## src/rtl/aes_sbox_mask_rng.sv

```systemverilog
// ---------------------------------------------------------------------------
// aes_sbox_mask_rng
//
// Fresh masking randomness source for a pipelined masked AES S-box. A bank
// of 32-bit Galois LFSR lanes is loaded one seed word per lane through a
// ready/valid handshake. The bank is warmed up by a fixed number of advances
// and then advanced once for every output the consumer takes.
//
// Ports:
//   ClkxCI        clock
//   RstxRI        asynchronous active-high reset
//   SeedxDI       seed word for the lane currently being loaded
//   SeedValidxSI  seed word valid
//   SeedReadyxSO  block accepts a seed word (IDLE / LOAD)
//   ReseedxSI     restart seeding from lane 0
//   EnxSI         consumer took the current outputs; advance (RUN only)
//   RandValidxSO  RandomZxDO / RandomBxDO hold usable randomness
//   RandomZxDO    S-box RandomZ masks    = C[Z_WIDTH-1:0]
//   RandomBxDO    S-box RandomB blinding = C[Z_WIDTH +: B_WIDTH]
//   ReseedReqxSO  output budget exhausted; sticky until reseed
// where C = {lane[NLANES-1], ..., lane[0]}.
// ---------------------------------------------------------------------------
module aes_sbox_mask_rng #(
    parameter int Z_WIDTH         = 36,
    parameter int B_WIDTH         = 36,
    parameter int STEPS_PER_CYCLE = 32,
    parameter int WARMUP_CYCLES   = 16,
    parameter int MAX_OUTPUTS     = 65535
) (
    input  logic               ClkxCI,
    input  logic               RstxRI,
    input  logic [31:0]        SeedxDI,
    input  logic               SeedValidxSI,
    output logic               SeedReadyxSO,
    input  logic               ReseedxSI,
    input  logic               EnxSI,
    output logic               RandValidxSO,
    output logic [Z_WIDTH-1:0] RandomZxDO,
    output logic [B_WIDTH-1:0] RandomBxDO,
    output logic               ReseedReqxSO
);

    localparam int NLANES = (Z_WIDTH + B_WIDTH + 31) / 32;
    localparam int IDX_W  = (NLANES > 1) ? $clog2(NLANES) : 1;

    localparam logic [31:0]      POLY      = 32'h80200003;
    localparam logic [IDX_W-1:0] LAST_LANE = IDX_W'(NLANES - 1);
    localparam logic [7:0]       WARM_LAST = 8'((WARMUP_CYCLES == 0) ? 0 : WARMUP_CYCLES - 1);
    localparam logic [23:0]      OUT_MAX   = 24'(MAX_OUTPUTS);

    typedef enum logic [1:0] {IDLE, LOAD, WARMUP, RUN} state_t;

    state_t           state, state_next;
    logic [IDX_W-1:0] lane_idx;
    logic [7:0]       warm_cnt;
    logic [23:0]      out_cnt;

    logic             seed_fire;
    logic             advance;
    logic [31:0]      seed_word;

    logic [31:0]            lane [NLANES];
    logic [NLANES*32-1:0]   lane_concat;
    logic                   unused_concat_bits;

    // STEPS_PER_CYCLE Galois steps unrolled into one combinational cone.
    function automatic logic [31:0] lane_advance(input logic [31:0] s);
        logic [31:0] t;
        // NOTE: blocking assignments here build a combinational chain; each
        // step must see the result of the previous one within the same call.
        t = s;
        for (int k = 0; k < STEPS_PER_CYCLE; k++) begin
            t = (t >> 1) ^ (t[0] ? POLY : 32'h0);
        end
        return t;
    endfunction

    // An all-zero state would lock the LFSR, so a zero seed becomes 1.
    assign seed_word = (SeedxDI == 32'h0) ? 32'h1 : SeedxDI;

    // ---------------------------------------------------------------- state
    always_ff @(posedge ClkxCI or posedge RstxRI) begin
        // NOTE: sequential state uses non-blocking assignments so every
        // register samples pre-edge values regardless of statement order.
        if (RstxRI) begin
            state    <= IDLE;
            lane_idx <= '0;
            warm_cnt <= '0;
            out_cnt  <= '0;
        end else begin
            state <= state_next;
            if (ReseedxSI) begin
                lane_idx <= '0;
                warm_cnt <= '0;
                out_cnt  <= '0;
            end else begin
                if (seed_fire) begin
                    lane_idx <= (lane_idx == LAST_LANE) ? '0 : lane_idx + IDX_W'(1);
                    warm_cnt <= '0;
                end
                if (state == WARMUP) begin
                    warm_cnt <= warm_cnt + 8'd1;
                end
                // Saturate so the budget flag stays up while RUN continues.
                if (state == RUN && EnxSI && out_cnt != OUT_MAX) begin
                    out_cnt <= out_cnt + 24'd1;
                end
            end
        end
    end

    // ----------------------------------------------------------- next state
    always_comb begin
        // NOTE: default assignment first so no path leaves state_next
        // unassigned, which would infer a latch.
        state_next = state;
        unique case (state)
            IDLE, LOAD: begin
                if (seed_fire) begin
                    if (lane_idx == LAST_LANE) begin
                        state_next = (WARMUP_CYCLES == 0) ? RUN : WARMUP;
                    end else begin
                        state_next = LOAD;
                    end
                end
            end
            WARMUP: begin
                if (warm_cnt == WARM_LAST) begin
                    state_next = RUN;
                end
            end
            RUN: state_next = RUN;
            default: state_next = IDLE;
        endcase
        // Reseed overrides everything, including a same-cycle handshake.
        if (ReseedxSI) begin
            state_next = LOAD;
        end
    end

    // -------------------------------------------------------------- outputs
    always_comb begin
        SeedReadyxSO = (state == IDLE) || (state == LOAD);
        RandValidxSO = (state == RUN);
        ReseedReqxSO = (out_cnt == OUT_MAX);
        seed_fire    = SeedValidxSI && SeedReadyxSO && !ReseedxSI;
        advance      = !ReseedxSI && ((state == WARMUP) || (state == RUN && EnxSI));
    end

    // ---------------------------------------------------------------- lanes
    for (genvar g = 0; g < NLANES; g++) begin : g_lane
        // NOTE: the lane bank is reset because its registers drive the
        // outputs directly and must read zero out of reset.
        always_ff @(posedge ClkxCI or posedge RstxRI) begin
            if (RstxRI) begin
                lane[g] <= '0;
            end else if (seed_fire && lane_idx == IDX_W'(g)) begin
                lane[g] <= seed_word;
            end else if (advance) begin
                lane[g] <= lane_advance(lane[g]);
            end
        end
    end

    always_comb begin
        lane_concat = '0;
        for (int i = 0; i < NLANES; i++) begin
            lane_concat[i*32 +: 32] = lane[i];
        end
    end

    assign RandomZxDO = lane_concat[Z_WIDTH-1:0];
    assign RandomBxDO = lane_concat[Z_WIDTH +: B_WIDTH];

    // Bits of the top lane above Z_WIDTH+B_WIDTH are intentionally dropped.
    assign unused_concat_bits = ^lane_concat;

endmodule

```

## config.mk

```make
export PLATFORM = sky130hd
export DESIGN_NAME = aes_sbox_mask_rng
export DESIGN_NICKNAME = d
export VERILOG_FILES = /design/src/rtl/aes_sbox_mask_rng.sv
export SDC_FILE = /design/constraint.sdc
export NUM_CORES = 1
export LEC_CHECK = 0
export ABC_AREA = 1
export CAP_MARGIN = 10
export CORE_MARGIN = 3
export CORE_UTILIZATION = 25
export DETAILED_ROUTE_END_ITERATION = 6
export PLACE_DENSITY = 0.51
export SLEW_MARGIN = 30
export SYNTH_ARGS = -nofsm -noshare
export SYNTH_HDL_FRONTEND = slang
export SYNTH_SLANG_ARGS = --single-unit
```

## constraint.sdc

```tcl
create_clock -name ClkxCI -period 6.3 [get_ports ClkxCI]
set_clock_uncertainty 0.1 [all_clocks]
set_input_delay 1.26 -clock ClkxCI [delete_from_list [all_inputs] [get_ports ClkxCI]]
set_output_delay 1.26 -clock ClkxCI [all_outputs]
set_load 0.03 [all_outputs]
```

# Yosys cells after proc, flatten, opt, wreduce, memory -nomap -nowiden

Cells that the tools add are included.

Add/subtract/negate cells: 3
Equality and inequality tests: 10
Multiplexer cells: 116
Bitwise logic cells: 96
Reductions and logical operators: 22

Operator list:

| cell                  | number |
|---|---|
| $mux 32               | 103 |
| $xor 31x32->32        | 96 |
| $mux 24               | 2 |
| $logic_not 32->1      | 1 |
| $add 24x1->24 const B | 1 |
| $eq 24x16->1 const B  | 1 |
| $mux 8                | 3 |
| $ne 24x16->1 const B  | 1 |
| $mux 2                | 7 |
| $reduce_bool 2->1     | 5 |
| $add 8x1->8 const B   | 1 |
| $eq 8x4->1 const B    | 1 |
| $logic_and 1x1->1     | 8 |
| $eq 2x2->1 const B    | 3 |
| $ne 3x3->1 const B    | 2 |
| $pmux 2 s3            | 1 |
| $eq 2x1->1 const B    | 2 |
| $logic_not 2->1       | 2 |
| $reduce_bool 3->1     | 1 |
| $add 2x1->2 const B   | 1 |
| $logic_or 1x1->1      | 2 |
| $reduce_and 2->1      | 1 |
| $reduce_or 2->1       | 1 |
| $logic_not 1->1       | 1 |

Register bits: 132
Input bits: 37
Output and inout bits: 75

# Logic depth before layout (Yosys ltp)

Depth after elaboration: 66
Depth in mapped cells: 49
Depth with buffers taken out: 49

# Least setup slack after synthesis

OpenSTA, ideal clock, no wires.

Kind: register to register
Start point: register lane, in the netlist RandomZxDO[32]
End point: register lane, in the netlist RandomBxDO[16]
Setup time: 0.130 ns
Arrival time: 4.150 ns
Required time: 6.070 ns
Path slack: 1.920 ns
Stages on the path, launching flop included: 40
Buffers on the path: 1
Cells stage by stage: dfrtp_1 > buf_6 > xnor2_1 > nand2_1 > nand2_2 > nand2_2 > nand2_2 > nand2_2 > nand2_2 > xnor3_1 > nand2_1 > nand2_2 > xor2_2 > inv_2 > nand3_1 > nand2_2 > nand2_2 > nand3_2 > [... 4 more ...] > nand2_1 > nand3_1 > nand2_1 > nand2_1 > nand3_2 > nand2_1 > nand2_1 > nand2_1 > nand2_1 > nand3_1 > nand3_1 > nand3_1 > nand2_2 > nand2_2 > nand2_2 > nand3_1 > nand3_1 > o21ai_1

Word-level cells in the longest chain between the ends: 65

Ends and longest elaborated chain:

| element                          | RTL line | text |
|---|---|---|
| start: declaration               | 62       | `logic [31:0] lane [NLANES];` |
| start signal: indexed assignment | 158      | `lane[g] <= seed_word;` |
| start signal: indexed assignment | 160      | `lane[g] <= lane_advance(lane[g]);` |
| $mux 32 (*)                      | 73       | `t = (t >> 1) ^ (t[0] ? POLY : 32'h0);` |
| $xor 31x32->32 (*)               | 73       |  |
| $mux 32                          | 73       |  |
| $xor 31x32->32 (*)               | 73       |  |
| $mux 32                          | 73       |  |
| $xor 31x32->32 (*)               | 73       |  |
| $mux 32                          | 73       |  |
| $xor 31x32->32 (*)               | 73       |  |
| [... 48 more ...]                | -        |  |
| $mux 32                          | 73       |  |
| $xor 31x32->32 (*)               | 73       |  |
| $mux 32                          | 73       |  |
| $xor 31x32->32 (*)               | 73       |  |
| $mux 32                          | 73       |  |
| $xor 31x32->32 (*) (2 in series) | 73       |  |
| $mux 32 (*)                      | 159      | `end else if (advance) begin` |
| $mux 32 (*)                      | 157      | `end else if (seed_fire && lane_idx == IDX_W'(g)) begin` |

Every way passes the cells marked *; elsewhere a longest branch is shown, timed or not. The select of a mux whose other input is x is not followed.
A chain may end at the register's enable or synchronous reset.

# Final worst setup path

Start point: register lane, in the netlist RandomZxDO[0]
End point: register lane, in the netlist RandomZxDO[1]

Word-level cells in the longest chain between the ends: 66

Ends and longest elaborated chain:

| element            | RTL line |
|---|---|
| $mux 32 (*)        | 73 |
| $xor 31x32->32 (*) | 73 |
| $mux 32            | 73 |
| $xor 31x32->32 (*) | 73 |
| $mux 32            | 73 |
| $xor 31x32->32 (*) | 73 |
| $mux 32            | 73 |
| $xor 31x32->32 (*) | 73 |
| [... 50 more ...]  | - |
| $mux 32            | 73 |
| $xor 31x32->32 (*) | 73 |
| $mux 32            | 73 |
| $xor 31x32->32 (*) | 73 |
| $mux 32            | 73 |
| $xor 31x32->32 (*) | 73 |
| $mux 32 (*)        | 159 |
| $mux 32 (*)        | 157 |

Marked as above.

==> out/qor.txt <==
Status - completed
Row cnt - 75
Synthesized cell area - 10900 µm²
Hold path depth - 2
DRT iter0 DRCs - 914
Antenna cells - 0
Antenna-violating nets left - 0
Detail Placement HPWL - 30600 µm
Final WS setup - 0.712 ns
Yosys cell types - 49
Die width - 215 µm
Pins Over Slew Limit - 0
Routed length per instance - 18.3 µm
CTS Sinks - 132
Router iterations before antenna repair - 6
TritonCTS clock tree - done
Crit path required time - 6.53 ns
Worst-margin pin slew - 0.858 ns
Initial antenna violation count - 0
Worst path slowest cell - dfrtp_1
Port bufs - 111
Setup bufs post-CTS - 0
Area delta synth->final - 17.2%
Kind of critical path - register to register
Pin count of the biggest net entering global routing - 99
Crit path DAT - 5.82 ns
Critical Path Start Type - register
First-pass GRT wire length - 60700 µm
H-tree depth - 4
Worst Hold End - lane[29]
FMAX - 179 MHz
Pre-CTS WS - 0.792 ns
Die ar. - 46100 µm²
WL final - 39600 µm
Tcrit/Tclk final - 88.7%
Yosys reg bits - 132
Initial core utilization - 25.6%
Final setup violation count - 0
Crit-path max FO - 7
Via density per instance - 4.84
Min Tclk post-route - 5.59 ns
Synth async-reset ratio - 100%
Critical Path Start - RandomZxDO[0]
HP Start - lane[29]
Syn Inst Count - 1547
Max Cap Viol - 0
DR vias - 10.5k
Total GRT Usage - 16.9%
Clock Latency Late Sink - 0.44 ns
Register clock-pin slew on the reported worst setup and hold paths - 0.07 ns
RSZ-0062 raised after global routing - no
Congestion Overflow GR - 0
Reg2reg path depth - 42
Multi-input logic area - 6110 µm²
Highest-count cells in the layout ignoring fill and taps - nand2_1, nand3_1, inv_1, dfrtp_1, clkdlybuf4s50_1
Fin nets - 1621
IO Count - 112
Sequential element share of the synthesized area - 30.3%
Final number of hold-violating endpoints - 0
Relative slew margins - 42.5%
Reg2reg start - RandomZxDO[0]
Syn avg cell area - 7.04 µm²
Main synth FF type - dfrtp_1
CP Capture Type - register
Setup slack, reg-to-reg - 0.71 ns
Post_cts resized - 0
DRC - 0
CTS buffer count - 17
Setup_tns - 0 ns
Vias in the first global route - 10.1k
Worst hold path type - register to register
Critical path's largest stage delay - 0.46 ns
Clock tree root driver cell - clkbuf_16
Post-Syn Nets - 1586
CORE AREA - 42500 µm²
Die Ht - 215 µm
Layout cell share with drive strength beyond 1 - 10.4%
R2R Path End - RandomZxDO[1]
CP most frequent cell - nand2_1
Number of synthesized flops with an enable pin - 0
Final RePlAce weighted congestion - 0.917
CTS Buffer Depth - 2
Fillers - 4588
Sequential cell area - 3300 µm²
Most common cell after layout, fill and taps aside - nand2_1
YS warnings - 0
Cts hold-fix bufs - 0
worst max-delay path, delay by kind of cell (launching register included):
| kind | cells | cell delay, ns |
|---|---|---|
| flip-flops | 1 | 0.46 |
| AND/OR/NAND/NOR | 39 | 4.18 |
| XOR/XNOR | 1 | 0.45 |
| buffers and inverters | 2 | 0.24 |
state kept, by name, summed over array words and instances, names as in the netlist:
signal and flops:
warm_cnt 8, RandomZxDO 36, RandomBxDO 36, lane 24, state 2, lane_idx 2
out_cnt 24
cell usage after synthesis (30+ instances only):
cell type | instances | area (µm²)
nand2_2 | 67 | 419
inv_1 | 199 | 747
nand2_1 | 369 | 1390
dfrtp_1 | 132 | 3300
o21ai_0 | 72 | 360
buf_4 | 73 | 548
o221ai_1 | 32 | 280
nand3_1 | 220 | 1100
clkbuf_1 | 30 | 113
xor2_1 | 58 | 508
a21oi_1 | 45 | 225
nor2_1 | 59 | 221
metal layers:
metal	up-vias	share of wire [%]	global-route usage (%)
met5	-	0	0
met4	0	1.8	4.17
met3	35	5.9	2.84
met2	337	45	27.1
met1	5020	47	23.8
li1	5114	-	-
per-stage QoR:
stage / util, % / hold WS [ns] / instance area [µm²] / instances
floorplan: - / 0.359 / 10900 / 1547
global placement: 28.6 / 0.379 / 12200 / 2140
detailed placement: 28.6 / 0.382 / 12200 / 2140
CTS: 30.0 / 0.397 / 12800 / 2170
global route: 30.0 / 0.416 / 12800 / 2170
finish: 30.0 / 0.397 / 12800 / 2170
worst max-delay path by stage:
stage | slack [ns] | depth (start not counted) | endpoint
2_1_floorplan | 1.41 | 1 | RandomBxDO[0]
3_3_place_gp | 0.87 | 42 | RandomZxDO[1]
3_5_place_dp | 0.79 | 42 | RandomZxDO[1]
4_1_cts | 0.77 | 42 | RandomZxDO[1]
5_1_grt | 0.12 | 44 | RandomZxDO[1]
6_report | 0.71 | 42 | RandomZxDO[1]
layout make-up:
type                            count  share of cell area (%)
Clock buffer                       18                    3.44
Multi-Input combinational cell   1091                    47.9
Tap cell                          577                    5.66
Timing Repair Buffer              125                    9.53
Clock inverter                     12                    1.24
Sequential cell                   132                    25.9
Inverter                          215                    6.38
logic make-up after synthesis:
group           after synthesis  synth area share [%]
flops                       132                  30.3
xor+xnor                     91                  10.1
simple gates                784                  33.5
buf+inv                     324                  13.8
fa+ha+maj                     2                 0.230
compound gates              214                  12.1
Power is not shown: default switching activity piles up to over one toggle a cycle in this logic, so the estimate is an artifact.
